[src/rtl/cpu_pkg.sv]
// Shared CPU datapath types: register/ALU-op widths and the decoded control word.
package cpu_pkg;

  localparam int unsigned REG_W   = 4;
  localparam int unsigned ALUOP_W = 4;

  typedef struct packed {
    logic write_reg;
    logic write_r0;
    logic mem_read;
    logic muldiv;
  } ctrl_t;

  localparam ctrl_t BUBBLE_CTRL = '{write_reg: 1'b0, write_r0: 1'b0, mem_read: 1'b0, muldiv: 1'b0};

endpackage

[src/rtl/id_ex_hazard.sv]
// Combinational load-use detection and decode-stall request for the ID/EX stage.
module id_ex_hazard
  import cpu_pkg::*;
(
  input  logic             ex_valid,
  input  logic             mem_read_ex,
  input  logic             write_reg_ex,
  input  logic [REG_W-1:0] rn1_ex,
  input  logic             id_valid,
  input  logic [REG_W-1:0] rn1,
  input  logic [REG_W-1:0] rn2,
  input  logic             ex_busy,
  input  logic             flush,
  output logic             ld_use_c,
  output logic             stall_id_c
);

  // R0 is deliberately not special-cased: a plain register-number match stalls.
  always_comb begin
    ld_use_c   = ex_valid & mem_read_ex & write_reg_ex & id_valid &
                 ((rn1_ex == rn1) | (rn1_ex == rn2));
    stall_id_c = ~flush & (ex_busy | ld_use_c);
  end

endmodule

[src/rtl/id_ex_stage.sv]
// ID/EX pipeline register with load-use bubbles, mul/div hold and flush.
// Optional stall statistic enabled by defining ID_EX_STALL_CNT_EN.
module id_ex_stage
  import cpu_pkg::*;
#(
  parameter int unsigned DATA_W        = 16,
  parameter int unsigned MULDIV_CYCLES = 4
) (
  input  logic               clk,
  input  logic               rst_n,
  input  logic               id_valid,
  input  logic [REG_W-1:0]   RN1,
  input  logic [REG_W-1:0]   RN2,
  input  logic [DATA_W-1:0]  op1_data,
  input  logic [DATA_W-1:0]  op2_data,
  input  logic [DATA_W-1:0]  id_imm,
  input  logic [ALUOP_W-1:0] id_alu_op,
  input  logic               id_write_reg,
  input  logic               id_write_r0,
  input  logic               id_mem_read,
  input  logic               id_muldiv,
  input  logic               flush,
  output logic               ex_valid,
  output logic [REG_W-1:0]   RN1_EX,
  output logic [REG_W-1:0]   RN2_EX,
  output logic [DATA_W-1:0]  op1_EX,
  output logic [DATA_W-1:0]  op2_EX,
  output logic [DATA_W-1:0]  Imm_EX,
  output logic [ALUOP_W-1:0] AluOp_EX,
  output logic               WriteReg_EX,
  output logic               WriteR0_EX,
  output logic               MemRead_EX,
  output logic               MulDiv_EX,
  output logic               ex_busy,
  output logic               stall_id,
  output logic [15:0]        stall_count
);

  localparam int unsigned CNT_W = $clog2(MULDIV_CYCLES) + 1;

  logic               ex_valid_q, ex_valid_d;
  logic [REG_W-1:0]   rn1_q, rn1_d, rn2_q, rn2_d;
  logic [DATA_W-1:0]  op1_q, op1_d, op2_q, op2_d, imm_q, imm_d;
  logic [ALUOP_W-1:0] alu_op_q, alu_op_d;
  ctrl_t              ctrl_q, ctrl_d;
  logic [CNT_W-1:0]   cnt_q, cnt_d;

  logic busy_c;
  logic ld_use_c;
  logic stall_id_c;

  assign busy_c = (cnt_q != '0);

  id_ex_hazard u_hazard (
    .ex_valid     (ex_valid_q),
    .mem_read_ex  (ctrl_q.mem_read),
    .write_reg_ex (ctrl_q.write_reg),
    .rn1_ex       (rn1_q),
    .id_valid     (id_valid),
    .rn1          (RN1),
    .rn2          (RN2),
    .ex_busy      (busy_c),
    .flush        (flush),
    .ld_use_c     (ld_use_c),
    .stall_id_c   (stall_id_c)
  );

  // Priority: flush > mul/div hold > load-use bubble > advance.
  always_comb begin
    ex_valid_d = ex_valid_q;
    rn1_d      = rn1_q;
    rn2_d      = rn2_q;
    op1_d      = op1_q;
    op2_d      = op2_q;
    imm_d      = imm_q;
    alu_op_d   = alu_op_q;
    ctrl_d     = ctrl_q;
    cnt_d      = cnt_q;

    if (flush || (!busy_c && ld_use_c)) begin
      ex_valid_d = 1'b0;
      rn1_d      = '0;
      rn2_d      = '0;
      op1_d      = '0;
      op2_d      = '0;
      imm_d      = '0;
      alu_op_d   = '0;
      ctrl_d     = BUBBLE_CTRL;
      if (flush) begin
        cnt_d = '0;
      end
    end else if (busy_c) begin
      cnt_d = cnt_q - CNT_W'(1);
    end else begin
      ex_valid_d = id_valid;
      rn1_d      = RN1;
      rn2_d      = RN2;
      op1_d      = op1_data;
      op2_d      = op2_data;
      imm_d      = id_imm;
      alu_op_d   = id_alu_op;
      ctrl_d     = BUBBLE_CTRL;
      cnt_d      = '0;
      if (id_valid) begin
        ctrl_d.write_reg = id_write_reg;
        ctrl_d.write_r0  = id_write_r0;
        ctrl_d.mem_read  = id_mem_read;
        ctrl_d.muldiv    = id_muldiv;
        if (id_muldiv) begin
          cnt_d = CNT_W'(MULDIV_CYCLES - 1);
        end
      end
    end
  end

  always_ff @(posedge clk or negedge rst_n) begin
    if (!rst_n) begin
      ex_valid_q <= 1'b0;
      rn1_q      <= '0;
      rn2_q      <= '0;
      op1_q      <= '0;
      op2_q      <= '0;
      imm_q      <= '0;
      alu_op_q   <= '0;
      ctrl_q     <= BUBBLE_CTRL;
      cnt_q      <= '0;
    end else begin
      ex_valid_q <= ex_valid_d;
      rn1_q      <= rn1_d;
      rn2_q      <= rn2_d;
      op1_q      <= op1_d;
      op2_q      <= op2_d;
      imm_q      <= imm_d;
      alu_op_q   <= alu_op_d;
      ctrl_q     <= ctrl_d;
      cnt_q      <= cnt_d;
    end
  end

`ifdef ID_EX_STALL_CNT_EN
  logic [15:0] stall_cnt_q, stall_cnt_d;

  // Saturating count of stalled edges; only reset clears it.
  always_comb begin
    stall_cnt_d = stall_cnt_q;
    if (stall_id_c && (stall_cnt_q != 16'hFFFF)) begin
      stall_cnt_d = stall_cnt_q + 16'd1;
    end
  end

  always_ff @(posedge clk or negedge rst_n) begin
    if (!rst_n) begin
      stall_cnt_q <= '0;
    end else begin
      stall_cnt_q <= stall_cnt_d;
    end
  end

  assign stall_count = stall_cnt_q;
`else
  assign stall_count = 16'h0000;
`endif

  assign ex_valid    = ex_valid_q;
  assign RN1_EX      = rn1_q;
  assign RN2_EX      = rn2_q;
  assign op1_EX      = op1_q;
  assign op2_EX      = op2_q;
  assign Imm_EX      = imm_q;
  assign AluOp_EX    = alu_op_q;
  assign WriteReg_EX = ctrl_q.write_reg;
  assign WriteR0_EX  = ctrl_q.write_r0;
  assign MemRead_EX  = ctrl_q.mem_read;
  assign MulDiv_EX   = ctrl_q.muldiv;
  assign ex_busy     = busy_c;
  assign stall_id    = stall_id_c;

endmodule

[config.mk]
export PLATFORM = sky130hd
export DESIGN_NAME = id_ex_stage
export DESIGN_NICKNAME = d
export VERILOG_FILES = /design/src/rtl/cpu_pkg.sv /design/src/rtl/id_ex_hazard.sv /design/src/rtl/id_ex_stage.sv
export SDC_FILE = /design/constraint.sdc
export NUM_CORES = 1
export LEC_CHECK = 0
export ABC_AREA = 1
export BUFFER_PORTS_ARGS = -buffer_cell sky130_fd_sc_hd__clkbuf_2
export CAP_MARGIN = 20
export CORE_ASPECT_RATIO = 0.75
export CORE_MARGIN = 8
export CORE_UTILIZATION = 33
export CTS_BUF_LIST = sky130_fd_sc_hd__clkbuf_2
export DETAILED_ROUTE_END_ITERATION = 6
export GPL_TIMING_DRIVEN = 0
export HOLD_SLACK_MARGIN = 0.02
export PLACE_DENSITY_LB_ADDON = 0.25
export REMOVE_ABC_BUFFERS = 1
export SLEW_MARGIN = 10
export SYNTH_ARGS = -nofsm -noshare
export SYNTH_HDL_FRONTEND = slang
export SYNTH_HIERARCHICAL = 1
export SYNTH_SLANG_ARGS = --single-unit
[constraint.sdc]
create_clock -name clk -period 2.7 [get_ports clk]
set_input_delay 0.54 -clock clk [delete_from_list [all_inputs] [get_ports clk]]
set_output_delay 0.54 -clock clk [all_outputs]
set_load 0.1 [all_outputs]
==> metrics.md, run 1 <==
| Metric | Value |
|---|---|
| Status | `complete, no violations` |
| Sequential element share of the synthesized area | `51.8%` |
| Flop2flop setup slack | `0.60 ns` |
| Initial antenna violation count | `0` |
| First-pass GRT wire length | `13300 um` |
| Origin of the worst setup path | `RN1_EX[1]` |
| Kind of path behind the tightest hold check | `input pin to register` |
| Data required time at the worst endpoint | `2.16 ns` |
| Relative slew slack | `48.4%` |
| Worst path slowest cell | `dfrtp_1` |
| Final number of setup-violating endpoints | `0` |
| Initial standard-cell utilization of the core | `34.0%` |
| Startpoint-to-endpoint class of the critical path | `register to output pin` |
| Cell types with the largest area share after synthesis | `dfrtp_1 52%, o21ai_2 13%, nand2_1 12%` |
| Clock tree from TritonCTS | `yes` |
| Crit-path most repeated cell | `nand2_1` |
| Leading area contributor after synthesis | `dfrtp_1` |
| DR iter-0 viols | `81` |
| Synthesis-stage register bit count | `68` |
| TritonCTS buffer count | `9` |
| Most common cell after layout, fill and taps aside | `clkbuf_2` |
| Overflow after GRT | `0` |
| Final WS setup | `0.277 ns` |
| Multi-input combinational cell area | `1100 sq um` |
| Sequential Area | `1700 sq um` |
| Height of the chip | `102 um` |
| H-Tree Depth | `3` |
| Most used cells in the layout excluding fill and tap cells | `143 x clkbuf_2, 102 x nand2_1, 81 x inv_1, 68 x dfrtp_1, 50 x o21ai_2` |
| Drt via density | `4.04` |
| Gate count of the mapped netlist | `368` |
| Horiz. Die Dim | `131 um` |
| Max Slew Vio Count | `0` |
| Yosys warning total | `6` |
| Standard-cell rows | `31` |
| Number of port buffers | `134` |
| Destination of the critical timing path | `stall_id` |
| Register-to-Register Path Depth | `12` |
| Final period demand of the worst path | `2.42 ns` |
| Final Skew | `0.0106 ns` |
| Count of pins on the block boundary | `151` |
| All-layer global routing usage | `12.2%` |
| Cell Chain, Critical Path | `inv_1 > nand2_1 > nand2_1 > nor2_1 > nand2_1 > nand2_1 > nand2_2 > a21oi_2 > clkbuf_4` |
| Antenna Nets Post-Route | `0` |
| Post-route clock period utilization | `89.8%` |
| Avg Inst Size Synth | `8.92 sq um` |
| FMAX | `413 MHz` |
| Number of global-route vias before repair | `2759` |
| R2R Path Start | `RN1_EX[1]` |
| WL final | `7980 um` |
| Detailed-route via count | `2581` |
| Length of the first detailed-routing pass in iterations | `4` |
| Synthesized area | `3280 sq um` |
| Maximum Capacitance Violations | `0` |
| Post-route cell area | `4160 sq um` |
| Largest net degree at the start of global routing | `56` |
| Endpoint kind of the worst setup timing path | `output pin` |
| Worst-skew pair later-pin latency | `0.47 ns` |
| Crit path launch type | `register` |
| Data arrival time of the critical path | `1.88 ns` |
| Top-area cell type share of the netlist area | `51.8%` |
| Final Hold Vio Count | `0` |
| Wire length per cell | `12.5 um` |
| Fraction of final layout cells with drive strength greater than 1 | `41.0%` |
| Standard cell core area | `9660 sq um` |
| Worst setup timing slack at the placement stage | `0.392 ns` |
| Critical-path maximum fanout | `5` |
| Fill cell instance count of the final layout | `992` |
| Number of setup buffers added after CTS | `0` |
| Number of buffers between clock root and the deepest sink | `2` |
| Post-place instance area | `4020 sq um` |
| Die Outline Area | `13400 sq um` |
| Post-DP HPWL | `5950 um` |
| Yosys cell types | `20` |
| Clock tree sinks | `68` |
| Root cell of the clock tree | `clkbuf_2` |
| Critical Path Max Stage Delay | `0.45 ns` |
| Worst-margin pin slew | `0.772 ns` |
| Number of design rule violations left after detail routing | `0` |
| Reg-to-Reg End | `op2_EX[7]` |
| Area grow syn2layout | `26.8%` |
| Clk pin slew, worst setup/hold paths | `0.19 ns` |
| Routability cong. | `0.758` |
| Hold path cells | `3` |
| Nets | `572` |
| Antenna cell count | `0` |
[synth_stat cells, drive strengths merged]
| master | n |
|---|---|
| nand2 | 103 |
| inv | 82 |
| dfrtp | 68 |
| o21ai | 67 |
| buf | 28 |
| nor2 | 6 |
| nand3 | 3 |
| nand4 | 3 |
| clkbuf | 2 |
| ha | 2 |
| a21oi | 1 |
| conb | 1 |
| nor3 | 1 |
| xnor2 | 1 |
[worst min path at each step]
stage	end	startpoint
after global routing	op2_EX[6]	op2_data[6]
after floorplan	AluOp_EX[0]	rst_n
after global placement	AluOp_EX[2]	AluOp_EX[2]
final	op1_EX[6]	op1_data[6]
after CTS	op2_EX[6]	op2_data[6]
after detailed placement	op2_EX[8]	rst_n
[final cells by class]
cell class,instances,share of cell area (%)
tap,132,3.97
sequential,68,40.9
clock buffer,11,1.32
clock inverter,5,1.83
inverter,82,7.39
multi-input combinational,203,26.5
timing repair buffer,138,18.1
[through the flow]
| stage | utilization (%) | cells | setup TNS, ns | hold WS [ns] |
|---|---|---|---|---|
| after floorplan | - | 353 | -23.06 | 0.244 |
| after global routing | 43.1 | 639 | -0.00231 | 0.142 |
| after CTS | 43.1 | 639 | 0 | 0.157 |
| after global placement | 40.7 | 619 | -115.82 | 0.463 |
| final | 43.1 | 639 | 0 | 0.255 |
| after detailed placement | 41.6 | 622 | 0 | 0.447 |
[sequential cells by signal, indices dropped and copies added (netlist names)]
signal / flops
Imm_EX: 16
op1_EX: 16
op2_EX: 16
AluOp_EX: 4
RN1_EX: 4
RN2_EX: 4
cnt_q: 3
MemRead_EX: 1
MulDiv_EX: 1
WriteR0_EX: 1
WriteReg_EX: 1
ex_valid: 1
[metal layers]
| metal | GRT usage, % | part of all wire [%] | up-vias |
|---|---|---|---|
| met5 | 0 | 0 | - |
| met2 | 17.6 | 41 | 100 |
| met3 | 7.66 | 12 | 10 |
| li1 | - | - | 1333 |
| met4 | 4.45 | 1.2 | 0 |
| met1 | 14.4 | 46 | 1138 |
[timing repair]
action                                  in CTS  in global routing
endpoints found under the hold margin       13                  0
resized for setup                            0                  2
hold buffers                                 1                  0
endpoints found under the setup margin       0                  1
[logic make-up after synthesis]
logic type	count (synthesis)	synth area share (%)
simple gates	116	14.1
buf+inv	112	16.7
compound gates	68	16.2
flops	68	51.8
fa+ha+maj	2	0.762
xor+xnor	1	0.267
other cells	1	0.114
[critical path: cells and delay by family (launching register included)]
| kind | cells | cell delay [ns] |
|---|---|---|
| AO/OA/AOI/OAI | 1 | 0.11 |
| buffers and inverters | 2 | 0.40 |
| AND/OR/NAND/NOR | 6 | 0.45 |
| flip-flops | 1 | 0.45 |
Power of run 1 is left out: the tool's default activity adds up to more than one toggle a clock period on the data nets, which glitch-free logic cannot reach.
==> run 2, diff against run 1 <==
BUFFER_PORTS_ARGS = not set   (was -buffer_cell sky130_fd_sc_hd__clkbuf_2)
DONT_BUFFER_PORTS = 1   (was not set)
==> metrics.md, run 2 (synthesized netlist as in run 1, its figures left out) <==
| Metric | Value |
|---|---|
| First-pass GRT wire length | `11700 um` |
| Height of the chip | `102 um` |
| Data required time at the worst endpoint | `2.16 ns` |
| Horiz. Die Dim | `131 um` |
| Maximum Capacitance Violations | `0` |
| Final number of setup-violating endpoints | `0` |
| Initial standard-cell utilization of the core | `34.0%` |
| H-Tree Depth | `3` |
| Max Slew Vio Count | `0` |
| Worst-margin pin slew | `0.946 ns` |
| Post-layout utilization of the core | `37.0%` |
| Post-DP HPWL | `5400 um` |
| All-layer global routing usage | `11.1%` |
| Final Hold Vio Count | `0` |
| Post-place instance area | `3340 sq um` |
| Crit path launch type | `register` |
| Worst-skew pair later-pin latency | `0.49 ns` |
| Setup repair after global routing missed its margin | `yes` |
| Length of the first detailed-routing pass in iterations | `4` |
| FMAX | `386 MHz` |
| Detailed-route via count | `2159` |
| Antenna cell count | `0` |
| Number of setup buffers added after CTS | `0` |
| Most common cell after layout, fill and taps aside | `nand2_1` |
| Number of design rule violations left after detail routing | `0` |
| WL final | `7440 um` |
| Relative slew slack | `36.9%` |
| Antenna Nets Post-Route | `0` |
| Standard cell core area | `9660 sq um` |
| Root cell of the clock tree | `clkbuf_2` |
| Initial antenna violation count | `0` |
| Startpoint-to-endpoint class of the critical path | `register to output pin` |
| Final period demand of the worst path | `2.59 ns` |
| Total negative setup slack | `0 ns` |
| Nets | `440` |
| Wire length per cell | `14.7 um` |
| Clock tree from TritonCTS | `yes` |
| Clk pin slew, worst setup/hold paths | `0.20 ns` |
| Critical-path maximum fanout | `4` |
| DR iter-0 viols | `88` |
| Post-route clock period utilization | `95.8%` |
| Sequential Area | `1720 sq um` |
| Number of global-route vias before repair | `2213` |
| Met3 GRT Util | `9.04%` |
| Met2 Use GR | `15.6%` |
| Post-route cell area | `3570 sq um` |
| Data arrival time of the critical path | `2.05 ns` |
| Multi-input combinational cell area | `1130 sq um` |
| Standard-cell rows | `31` |
| Count of pins on the block boundary | `151` |
| TritonCTS buffer count | `9` |
| Status | `complete, no violations` |
| Die Outline Area | `13400 sq um` |
| Area grow syn2layout | `8.88%` |
| Kind of path behind the tightest hold check | `input pin to register` |
| Gr busiest metal | `met2` |
| Largest net degree at the start of global routing | `69` |
| Final Skew | `0.0118 ns` |
| Drt via density | `4.26` |
| Overflow after GRT | `0` |
| Fraction of final layout cells with drive strength greater than 1 | `23.7%` |
| Number of buffers between clock root and the deepest sink | `2` |
| Met1 capacity usage during global routing | `12.1%` |
| Routability cong. | `0.696` |
| Endpoint kind of the worst setup timing path | `output pin` |
| Fill cell instance count of the final layout | `1013` |
| Number of port buffers | `0` |
| Clock tree sinks | `68` |
| Most used cells in the layout excluding fill and tap cells | `99 x nand2_1, 77 x inv_1, 61 x dfrtp_1, 50 x o21ai_2, 17 x o21ai_0` |
-- run 2: changes by cell type in the layout (fill, tap and decap cells not counted), sizes merged --
cell,delta
buf,+1
clkinvlp,+1
clkbuf,-136
clkinv,+1
dlygate4sd3,+1
-- run 2: metrics by stage --
stage,setup slack [ns],instances,hold WS [ns]
after floorplan,-0.356,353,0.244
after global placement,-1.70,485,0.247
after detailed placement,-0.0944,488,0.247
after CTS,-0.00704,507,0.0471
after global routing,-0.0718,507,0.0479
final,0.112,507,0.147
-- run 2: final cells by class --
cell class,instances,area share [%]
inverter,82,8.68
tap,132,4.62
timing repair buffer,6,3.22
multi-input combinational,203,31.5
clock buffer,9,1.26
sequential,68,48.1
clock inverter,7,2.56
-- run 2: worst paths after layout --
check                       startpoint    endpoint  slack (ns)  cells after the start
min in group asynchronous        rst_n   RN2_EX[1]        0.57                      2
max reg2reg                  RN1_EX[0]  op2_EX[11]        0.38                     12
min reg2reg                   cnt_q[1]    cnt_q[1]        0.56                      2
max in group asynchronous        rst_n  op2_EX[13]        1.83                      2
max                           cnt_q[0]    stall_id        0.11                      6
min                        op1_data[3]   op1_EX[3]        0.15                      2
-- run 2: timing repair --
action,CTS,global route
endpoints found under the hold margin,69,0
pin swaps,2,3
hold buffers,3,0
endpoints found under the setup margin,42,1
gates resized for setup,18,5
-- run 2: routing by layer --
metal,vias to the layer above,wire length (um)
met5,-,0
met4,0,88
met3,8,1190
met2,105,3070
met1,975,3090
li1,1071,-
-- run 2: critical path, cell delays in order, from the launching register on --
cell,delay (ns)
dfrtp_1,0.41
inv_1,0.07
ha_1,0.27
nand2_4,0.30
inv_1,0.13
a21oi_4,0.19
buf_12,0.19
Power of run 2 is left out for the same reason.
==> run 3, diff against run 2 <==
==> constraint.sdc (replaced) <==
create_clock -name clk -period 2.7 [get_ports clk]
set_input_delay 0.27 -clock clk [delete_from_list [all_inputs] [get_ports clk]]
set_output_delay 0.27 -clock clk [all_outputs]
set_load 0.1 [all_outputs]
==> metrics.md, run 3 (synthesized netlist as in run 1, its figures left out) <==
| Metric | Value |
|---|---|
| Status | `complete, no violations` |
| Area grow syn2layout | `27.8%` |
| Clk pin slew, worst setup/hold paths | `0.20 ns` |
| Worst setup timing slack at the placement stage | `-0.0944 ns` |
| Fill cell instance count of the final layout | `940` |
| Number of port buffers | `0` |
| Final number of setup-violating endpoints | `0` |
| Kind of path behind the tightest hold check | `input pin to register` |
| Post-layout utilization of the core | `43.4%` |
| Initial standard-cell utilization of the core | `34.0%` |
| All-layer global routing usage | `12.4%` |
| Cell Chain, Critical Path | `nand4_1 > inv_1 > nand2_2 > a21oi_2 > buf_8` |
| Standard-cell rows | `31` |
| Height of the chip | `102 um` |
| Final Skew | `0.0203 ns` |
| Root cell of the clock tree | `clkbuf_2` |
| Number of buffers between clock root and the deepest sink | `2` |
| Horiz. Die Dim | `131 um` |
| Startpoint-to-endpoint class of the critical path | `register to output pin` |
| Final hold slack | `0.213 ns` |
| First-pass GRT wire length | `13200 um` |
| Nets | `505` |
| Data required time at the worst endpoint | `2.43 ns` |
| TritonCTS buffer count | `9` |
| Worst path slowest cell | `dfrtp_1` |
| H-Tree Depth | `3` |
| Final period demand of the worst path | `2.53 ns` |
| Number of global-route vias before repair | `2585` |
| Max Slew Vio Count | `0` |
| Number of design rule violations left after detail routing | `0` |
| Clock tree sinks | `68` |
| Final Hold Vio Count | `0` |
| Critical Path Max Stage Delay | `1.00 ns` |
| Routability cong. | `0.696` |
| Length of the first detailed-routing pass in iterations | `4` |
| Overflow after GRT | `0` |
| Endpoint kind of the worst setup timing path | `output pin` |
| Crit path launch type | `register` |
| Worst-skew pair later-pin latency | `0.49 ns` |
| Maximum Capacitance Violations | `0` |
| Critical-path maximum fanout | `3` |
| WL final | `8270 um` |
| Count of pins on the block boundary | `151` |
| Most used cells in the layout excluding fill and tap cells | `101 x nand2_1, 81 x inv_1, 67 x dlygate4sd3_1, 64 x dfrtp_1, 50 x o21ai_2` |
| Largest net degree at the start of global routing | `69` |
| Drt via density | `4.26` |
| DR iter-0 viols | `104` |
| Most common cell after layout, fill and taps aside | `nand2_1` |
| Die Outline Area | `13400 sq um` |
| Final WS setup | `0.169 ns` |
| Standard cell core area | `9660 sq um` |
| Fraction of final layout cells with drive strength greater than 1 | `18.0%` |
| Detailed-route via count | `2436` |
| Initial antenna violation count | `0` |
| Wire length per cell | `14.5 um` |
| Clock tree from TritonCTS | `yes` |
| Setup repair after global routing missed its margin | `no` |
| Worst-margin pin slew | `0.946 ns` |
| Data arrival time of the critical path | `2.26 ns` |
| Antenna cell count | `0` |
| Relative slew slack | `36.9%` |
| Post-DP HPWL | `5400 um` |
| Antenna Nets Post-Route | `0` |
| FMAX | `395 MHz` |
| Post-route clock period utilization | `93.8%` |
-- run 3: worst max-delay path, delay by kind of cell, from the launching register on --
kind,cells,cell delay (ns)
AND/OR/NAND/NOR,2,0.24
AO/OA/AOI/OAI,1,0.18
buffers and inverters,2,0.33
flip-flops,1,1.00
-- run 3: path summary, 6_finish.rpt --
path / startpoint / to / slack, ns / cells past startpoint
min in group asynchronous: rst_n / op1_EX[15] / 0.29 / 2
max: WriteReg_EX / stall_id / 0.17 / 5
max in group asynchronous: rst_n / op2_EX[13] / 2.12 / 2
max reg2reg: WriteReg_EX / op2_EX[11] / 0.23 / 8
min: id_valid / cnt_q[1] / 0.21 / 6
min reg2reg: cnt_q[1] / cnt_q[1] / 0.56 / 2
-- run 3: stage by stage --
step / area, sq um / std cells / TNS, ns
final: 4190 / 572 / 0
after global routing: 4190 / 572 / 0
after CTS: 4180 / 572 / 0
after detailed placement: 3340 / 488 / -1.30
after global placement: 3260 / 485 / -107.41
after floorplan: 3100 / 353 / -22.86
-- run 3: routing by layer --
layer / wire length, um / global-route usage [%]
met2: 3700 / 19.3
met3: 1040 / 7.96
met5: 0 / 0
met1: 3450 / 13.7
met4: 88 / 4.00
-- run 3: repair_timing --
| action | 4_1_cts | 5_1_grt |
|---|---|---|
| gates cloned | 0 | 0 |
| hold buffers | 68 | 0 |
| buffers inserted | 0 | 0 |
| resized for setup | 5 | 4 |
| setup endpoints to repair | 42 | 12 |
| endpoints found under the hold margin | 136 | 0 |
| pin swaps | 0 | 0 |
-- run 3: cell type report --
cell class,count,area [sq um],share of cell area [%]
clock inverters,7,91.3,2.18
repair buffers,71,761,18.1
multi-input cells,203,1110,26.4
clock buffers,9,45.0,1.07
inverters,82,308,7.34
well taps,132,165,3.94
flip-flops and latches,68,1720,40.9
Power of run 3 is left out for the same reason.
